File: config.mk
export PLATFORM = sky130hd
export DESIGN_NAME = rf_wb_scheduler
export DESIGN_NICKNAME = d
export VERILOG_FILES = /design/src/rtl/rf_wb_scheduler.sv
export SDC_FILE = /design/constraint.sdc
export NUM_CORES = 1
export LEC_CHECK = 0
export CORE_ASPECT_RATIO = 1.25
export CORE_MARGIN = 2
export CORE_UTILIZATION = 37
export DETAILED_ROUTE_END_ITERATION = 7
export MAX_ROUTING_LAYER = met4
export PLACE_DENSITY = 0.76
export RECOVER_POWER = 25
export SYNTH_ARGS = -nofsm -noshare
export SYNTH_HDL_FRONTEND = slang
export SYNTH_SLANG_ARGS = --single-unit
File: constraint.sdc
create_clock -name clk -period 3.2 [get_ports clk]
set_clock_uncertainty 0.05 [all_clocks]
set_input_delay 0.64 -clock clk [delete_from_list [all_inputs] [get_ports clk]]
set_output_delay 0.64 -clock clk [all_outputs]
set_load 0.005 [all_outputs]
File: src/rtl/rf_wb_scheduler.sv
// rf_wb_scheduler: arbitrates the RF write port between pipeline (A) and long-latency (B) writebacks, with a busy scoreboard.
// Ports: issue_* (ID hazard check, issue_stall out), wba_* / pipe_hold (source A), wbb_* / wbb_ready (source B),
// rf_we/rf_wa/rf_wd (register file write port), busy_vec (registers pending on B).
// Optional RF_WB_PERF_EN adds saturating hold_cnt / stall_cnt event counters.
module rf_wb_scheduler #(
  parameter int STARVE_LIMIT = 8,
  parameter int CNT_W = 4
) (
  input  logic        clk,
  input  logic        rst,
  input  logic        issue_valid,
  input  logic [4:0]  issue_rs1,
  input  logic [4:0]  issue_rs2,
  input  logic [4:0]  issue_rd,
  input  logic        issue_long,
  output logic        issue_stall,
  input  logic        wba_valid,
  input  logic [4:0]  wba_addr,
  input  logic [31:0] wba_data,
  output logic        pipe_hold,
  input  logic        wbb_valid,
  input  logic [4:0]  wbb_addr,
  input  logic [31:0] wbb_data,
  output logic        wbb_ready,
  output logic        rf_we,
  output logic [4:0]  rf_wa,
  output logic [31:0] rf_wd,
  output logic [31:0] busy_vec
`ifdef RF_WB_PERF_EN
  ,
  output logic [31:0] hold_cnt,
  output logic [31:0] stall_cnt
`endif
);
  typedef enum logic {A_PRI, B_FORCE} state_t;
  state_t state_q, state_d;
  logic [CNT_W-1:0] cnt_q, cnt_d;
  logic [CNT_W:0] cnt_inc;
  logic [31:0] busy_q, busy_d, clr, eff, set;
  logic gnt_a, gnt_b, starve;
  always_comb begin
    gnt_b = wbb_valid & (state_q == B_FORCE | ~wba_valid);
    gnt_a = wba_valid & ~gnt_b;
    starve = wbb_valid & ~gnt_b;
    cnt_inc = {1'b0, cnt_q} + 1'b1;
    cnt_d = starve ? cnt_inc[CNT_W-1:0] : '0;
    // B_FORCE always lasts one cycle: B is either granted or has withdrawn
    state_d = (state_q == A_PRI && starve && cnt_inc == (CNT_W+1)'(STARVE_LIMIT)) ? B_FORCE : A_PRI;
    clr = gnt_b ? (32'd1 << wbb_addr) : '0;
    eff = busy_q & ~clr;
    issue_stall = ~rst & issue_valid & (eff[issue_rs1] | eff[issue_rs2] | eff[issue_rd]);
    set = (issue_valid & ~issue_stall & issue_long & issue_rd != 5'd0) ? (32'd1 << issue_rd) : '0;
    busy_d = (eff | set) & ~32'd1;
    rf_we = ~rst & (gnt_a | gnt_b);
    rf_wa = gnt_b ? wbb_addr : wba_addr;
    rf_wd = gnt_b ? wbb_data : wba_data;
    wbb_ready = ~rst & gnt_b;
    pipe_hold = ~rst & wba_valid & ~gnt_a;
    busy_vec = busy_q;
  end
  always_ff @(posedge clk) begin
    if (rst) begin
      state_q <= A_PRI;
      cnt_q <= '0;
      busy_q <= '0;
    end else begin
      state_q <= state_d;
      cnt_q <= cnt_d;
      busy_q <= busy_d;
    end
  end
`ifdef RF_WB_PERF_EN
  logic [31:0] hold_q, stall_q;
  always_ff @(posedge clk) begin
    if (rst) begin
      hold_q <= '0;
      stall_q <= '0;
    end else begin
      hold_q <= hold_q + 32'(pipe_hold & ~&hold_q);
      stall_q <= stall_q + 32'(issue_stall & ~&stall_q);
    end
  end
  assign hold_cnt = hold_q;
  assign stall_cnt = stall_q;
`endif
endmodule

Yosys cells after proc, flatten, opt, wreduce, memory -nomap -nowiden
Cells that the tools add are included.

Bits in registers: 37.

Reduce and logical (&&, ||, !) cells: 4. Shift operators: 2. Bitwise logic cells: 26. Equality and inequality tests: 1. $lt $le $gt $ge: 3. Muxes and demuxes: 11. $add $sub $neg: 1.

Operators by type and width (count): $mux 32 (3); $shl 1x5->32 const A (2); $and 32x32->32 (1); $not 32->32 (1); $or 32x32->32 (1); $lt 5x6->1 const B (3); $bmux 1 s5 (3); $and 1x1->1 (12); $not 1->1 (7); $add 4x1->5 const B (1); $eq 5x4->1 const B (1); $mux 5 (1); $reduce_bool 5->1 (1); $mux 1 (4); $or 1x1->1 (4); $logic_and 1x1->1 (2); $reduce_or 2->1 (1).

Logic depth before layout (Yosys ltp)
Word-level depth: 17. Mapped depth: 12. Mapped depth without buffers: 8.

Worst setup path before layout
No wires, ideal clock.

Path kind: input-to-output. From: in wba_valid. To: out issue_stall. Data arrival time: 2766 ps. Cell stages on the path: 11. Data required time: 2510 ps. Buffers on the path: 3. Setup slack: -256 ps. Cell sequence: nor2b_4 -> buf_6 -> buf_6 -> buf_6 -> o31ai_2 -> o22ai_1 -> a221o_1 -> nor4_2 -> and4_1 -> nand2b_1 -> o311a_1.

Longest elaborated chain between the ends: 11.

Ends and longest elaborated chain: start: declaration (line 17) `input logic wba_valid,`; $not 1->1 * (line 42) `gnt_b = wbb_valid & (state_q == B_FORCE | ~wba_valid);`; $or 1x1->1 * (line 42); $and 1x1->1 * (line 42); $mux 32 * (line 49) `clr = gnt_b ? (32'd1 << wbb_addr) : '0;`; $not 32->32 * (line 50) `eff = busy_q & ~clr;`; $and 32x32->32 * (line 50); $bmux 1 s5 (line 51) `issue_stall = ~rst & issue_valid & (eff[issue_rs1] | eff[issue_rs2] | eff[issue_rd]);`; $mux 1 (implied by the code) (line 51); $or 1x1->1 (line 51); $or 1x1->1 * (line 51); $and 1x1->1 * (line 51); end: declaration (line 16) `output logic issue_stall,`.

Mark *: on every way between the ends. The rest lies on a longest branch, timed or not. The select of a mux whose other input is x is not followed.

Worst setup path after layout
From: in wbb_addr[4]. To: out issue_stall.

Longest elaborated chain between the ends: 9.

Ends and longest elaborated chain: start: declaration (line 22) `input logic [4:0] wbb_addr,`; $shl 1x5->32 * (line 49); $mux 32 * (line 49); $not 32->32 * (line 50); $and 32x32->32 * (line 50); $bmux 1 s5 (line 51); $mux 1 (implied by the code) (line 51); $or 1x1->1 (line 51); $or 1x1->1 * (line 51); $and 1x1->1 * (line 51).

Marked as above.

==> results.txt <==
IR analysis of the VDD net gives a maximum drop of 0.000176 V. In this run the worst setup path terminates at issue_stall. The top flip-flop cell by instance count after synthesis is sky130_fd_sc_hd__dfxtp_1. The met1 track utilization from global routing came out at 48.4%. The row count came out at 38. The worst setup path is of the in2out kind. Derived from the worst setup path, the maximum achievable clock frequency is 0.265 GHz. The longest individual stage delay on the worst path is 350 ps. The die is 109 µm tall. The layout overhead on the synthesized area is 113%.

Of all flip-flops after synthesis, the portion carrying an async set or reset was 0%. The total clock buffers created by CTS is 5. The element type at the critical path end is a primary output. For this run, the number of Yosys warnings is 0. The number of global-route vias before repair came out at 4936. The required time of the critical path is 2510 ps. The via-per-instance ratio came out at 6.39. The average size of a mapped cell came out at 9.13 µm².

For the worst-skew pair, the clock arrives at the later sink with an insertion delay of 300 ps. The via total after detailed routing came out at 4932. The maximum clock path buffer count is 2. The sum of buffers and inverters on the critical path came out at 7. The pin slew with the least headroom to its limit is 643 ps. The net count after synthesis is 452. The cell family contributing the most delay on the critical path is buffers and inverters. The final clock period utilization by the worst path is 118%.

For this run, global-route usage on met2 was measured as 70.0%. The post-route netlist has 47.1% of its cells at a drive strength greater than 1. The max-slew violation count came to 0. The per-cell routed wire length came out at 26.9 µm.

The global-route wire length before repair is 28900 µm. The clock-pin slew on the worst setup and hold paths is 80 ps. The number of antenna violations at the first check in global routing is 0.

The slack of the critical path is -580 ps. The deepest level of the CTS H-tree came out at 2. Counting stages on the worst path, the most repeated cell is sky130_fd_sc_hd__buf_4. The initial detailed-routing violation count is 507. The launching instance or port of the critical path is wbb_addr[4].

The count of buffers from port buffering is 166. The worst setup path is launched from an input port. The number of enable flip-flop cells after synthesis came out at 0. TritonCTS built the clock tree. The core area came out at 0.00861 mm².

The final reports fail on negative setup slack. In the final layout, flip-flops and latches occupy 721 µm². The layout filler cell count came out at 515.

The starting density of the core is 37.7%. The run finished, with violations left. In the layout the commonest cells are 123 x sky130_fd_sc_hd__buf_4, 103 x sky130_fd_sc_hd__clkdlybuf4s50_1, 36 x sky130_fd_sc_hd__dfxtp_1. The sum of overflow across all layers after global routing came out at 0. The maximum number of pins on one net before global-route repair came out at 18. The total die area is 0.00953 mm². The cell at the root of the clock tree is sky130_fd_sc_hd__clkbuf_8. The count of nets left with antenna violations once routing finished came out at 0. The number of failing setup endpoints in the final timing report is 27.

The final-stage net count came out at 748. The data arrival time at the worst-slack endpoint came out at 3090 ps. The power per unit of standard cell area came out at 221 mW/mm².

The unique cell type count in the Yosys netlist is 68. The overall fraction of global-route tracks in use is 42.5%. The final hold slack is 491 ps. The maximum fanout encountered on the critical timing path is 5.

The sum of net half-perimeters after detailed placement came out at 14100 µm. The most common cell after layout, fill and taps aside is sky130_fd_sc_hd__buf_4. The met3 routing resource usage after global routing is 7.27%.

The worst pin sits at a relative slew slack of 57.1%. Among all stages on the critical path, the largest delay is contributed by sky130_fd_sc_hd__o311a_1. The DRC violations left is 0. For this run, the register share of the synthesized area comes to 22.2%. The type of the worst min-delay path is reg2reg. The cell count along the critical path came out at 14. The max-capacitance violation count came out at 0.

Setup repair after global routing could not meet its margin everywhere. The summed instance area of the synthesized netlist is 0.00324 mm². The destination of the worst register-to-register timing path is busy_vec[31]$_SDFF_PP0_. The number of cells on the worst reg-to-reg path is 11. The boundary pin count is 168. The number of flip-flops and latches in the synthesized netlist is 36. The overall power after layout came out at 1.53 mW.

The width of the die is 87.7 µm. In this run the most used layer during global routing was met2. The length of the first detailed-routing pass in iterations is 5. The number of antenna diodes in the final layout is 0. The critical path goes through buf_8 > buf_4 > buf_4 > nand4_1 > buf_4 > o31ai_1 > buf_4 > buf_4 > mux2i_1 > a22oi_1 > nor3b_2 > a21oi_1 > o311a_1 > buf_2.

Measured on the finished design, the core utilization comes to 80.3%. The final RePlAce weighted congestion is 1.06. The count of cells along the worst hold path is 1. The total wirelength of the detailed-routed design is 20800 µm. The startpoint of the most critical register-to-register path is state_q$_SDFF_PP0_.

Summing all multi-input logic gate instances after layout gives 0.00291 mm². The static power due to leakage is 2.66 nW. The smallest clock period supported by the final layout is computed as 3780 ps. The clock sink count is 36. The number of instances in the synthesized netlist is 355. The count of final hold-check violations was 0. For flop-to-flop paths, the worst setup slack is 30 ps.
==> registers in the layout (all words and copies together) (netlist names) <==
register	count
busy_vec	31
state_q	1
cnt_q	4
==> through the flow <==
step / cell area, µm² / setup TNS [ps] / setup slack [ps] / std cells
CTS: 6640 / -976 / -564 / 763
floorplan: 3250 / -197 / -197 / 355
global placement: 5870 / -29980 / -1300 / 729
global route: 6910 / -3720 / -626 / 772
finish: 6910 / -2770 / -580 / 772
detailed placement: 5870 / -29600 / -1350 / 729
==> layout make-up <==
class | count | area share [%]
multi-input cells | 283 | 42.1
inverters | 9 | 0.489
clock buffers | 6 | 1.05
well taps | 120 | 2.17
repair buffers | 316 | 43.2
flip-flops and latches | 36 | 10.4
clock inverters | 2 | 0.507
==> worst min-delay path by stage <==
stage	start	end	slack, ps
final	cnt_q[0]$_SDFF_PP0_	cnt_q[0]$_SDFF_PP0_	490
after global routing	cnt_q[0]$_SDFF_PP0_	cnt_q[0]$_SDFF_PP0_	520
after CTS	cnt_q[0]$_SDFF_PP0_	cnt_q[0]$_SDFF_PP0_	450
after detailed placement	cnt_q[0]$_SDFF_PP0_	cnt_q[0]$_SDFF_PP0_	430
after global placement	cnt_q[0]$_SDFF_PP0_	cnt_q[0]$_SDFF_PP0_	410
after floorplan	cnt_q[0]$_SDFF_PP0_	cnt_q[0]$_SDFF_PP0_	380
==> per-layer routing <==
metal	part of all wire [%]	wire, µm
met3	9.2	1900
met2	49	10100
met1	35	7360
met4	6.9	1440
met5	0	0
==> kinds of logic (layout without fill, tap and decap cells) <==
group	after synthesis	in the layout	share of synthesized area, %
xor+xnor	2	2	0.541
compound gates	102	102	26.6
other cells	1	1	0.116
simple gates	119	121	21.7
fa+ha+maj	2	2	0.772
mux	55	55	22.3
flops	36	36	22.2
buf+inv	38	333	5.71
==> Yosys cell counts, drive strengths merged, types with 3 or more instances <==
cell type	number	area share [%]
nand4b	4	1.1
a22oi	4	0.93
a21oi	4	0.62
nand2b	9	1.7
buf	12	2.7
nand4	5	0.97
nand4bb	4	1.4
nor3b	3	0.69
nand3	16	2.5
clkbuf	17	2.0
o32ai	23	7.6
clkinv	4	0.46
nor3	9	1.4
dfxtp	36	22
o22ai	7	1.4
mux2	38	13
or3	3	0.58
o31ai	33	8.1
nor4	4	0.97
nor2b	4	1.0
or2	5	1.0
mux2i	7	2.2
and3	4	0.77
nand2	15	1.8
inv	5	0.58
nor2	23	2.7
a31oi	3	0.58
mux4	10	6.9
o311ai	6	1.6
==> worst register-to-register path, cell delays in order, from the launching register on <==
cell                        delay [ps]
sky130_fd_sc_hd__dfxtp_1           360
sky130_fd_sc_hd__nor2b_4            70
sky130_fd_sc_hd__buf_12            130
sky130_fd_sc_hd__bufbuf_16         280
sky130_fd_sc_hd__o311ai_4          280
sky130_fd_sc_hd__a2111oi_2         110
sky130_fd_sc_hd__a221o_1           310
sky130_fd_sc_hd__nor4_4            240
sky130_fd_sc_hd__buf_4             150
sky130_fd_sc_hd__nand4_1           270
sky130_fd_sc_hd__or2_4             440
sky130_fd_sc_hd__o32ai_1           380
==> repair_timing <==
item | 4_1_cts | 5_1_grt
hold endpoints to repair | 0 | 0
gates cloned | 6 | 2
endpoints found under the setup margin | 71 | 68
pin swaps | 16 | 14
hold buffers | 0 | 0
resized for setup | 175 | 78
buffers inserted | 20 | 12
==> where the power goes <==
part | switching, mW | internal [mW]
Clock | 0.184 | 0.232
Combinational | 0.301 | 0.360
Sequential | 0.00353 | 0.450
(Power assumes the default switching activity.)
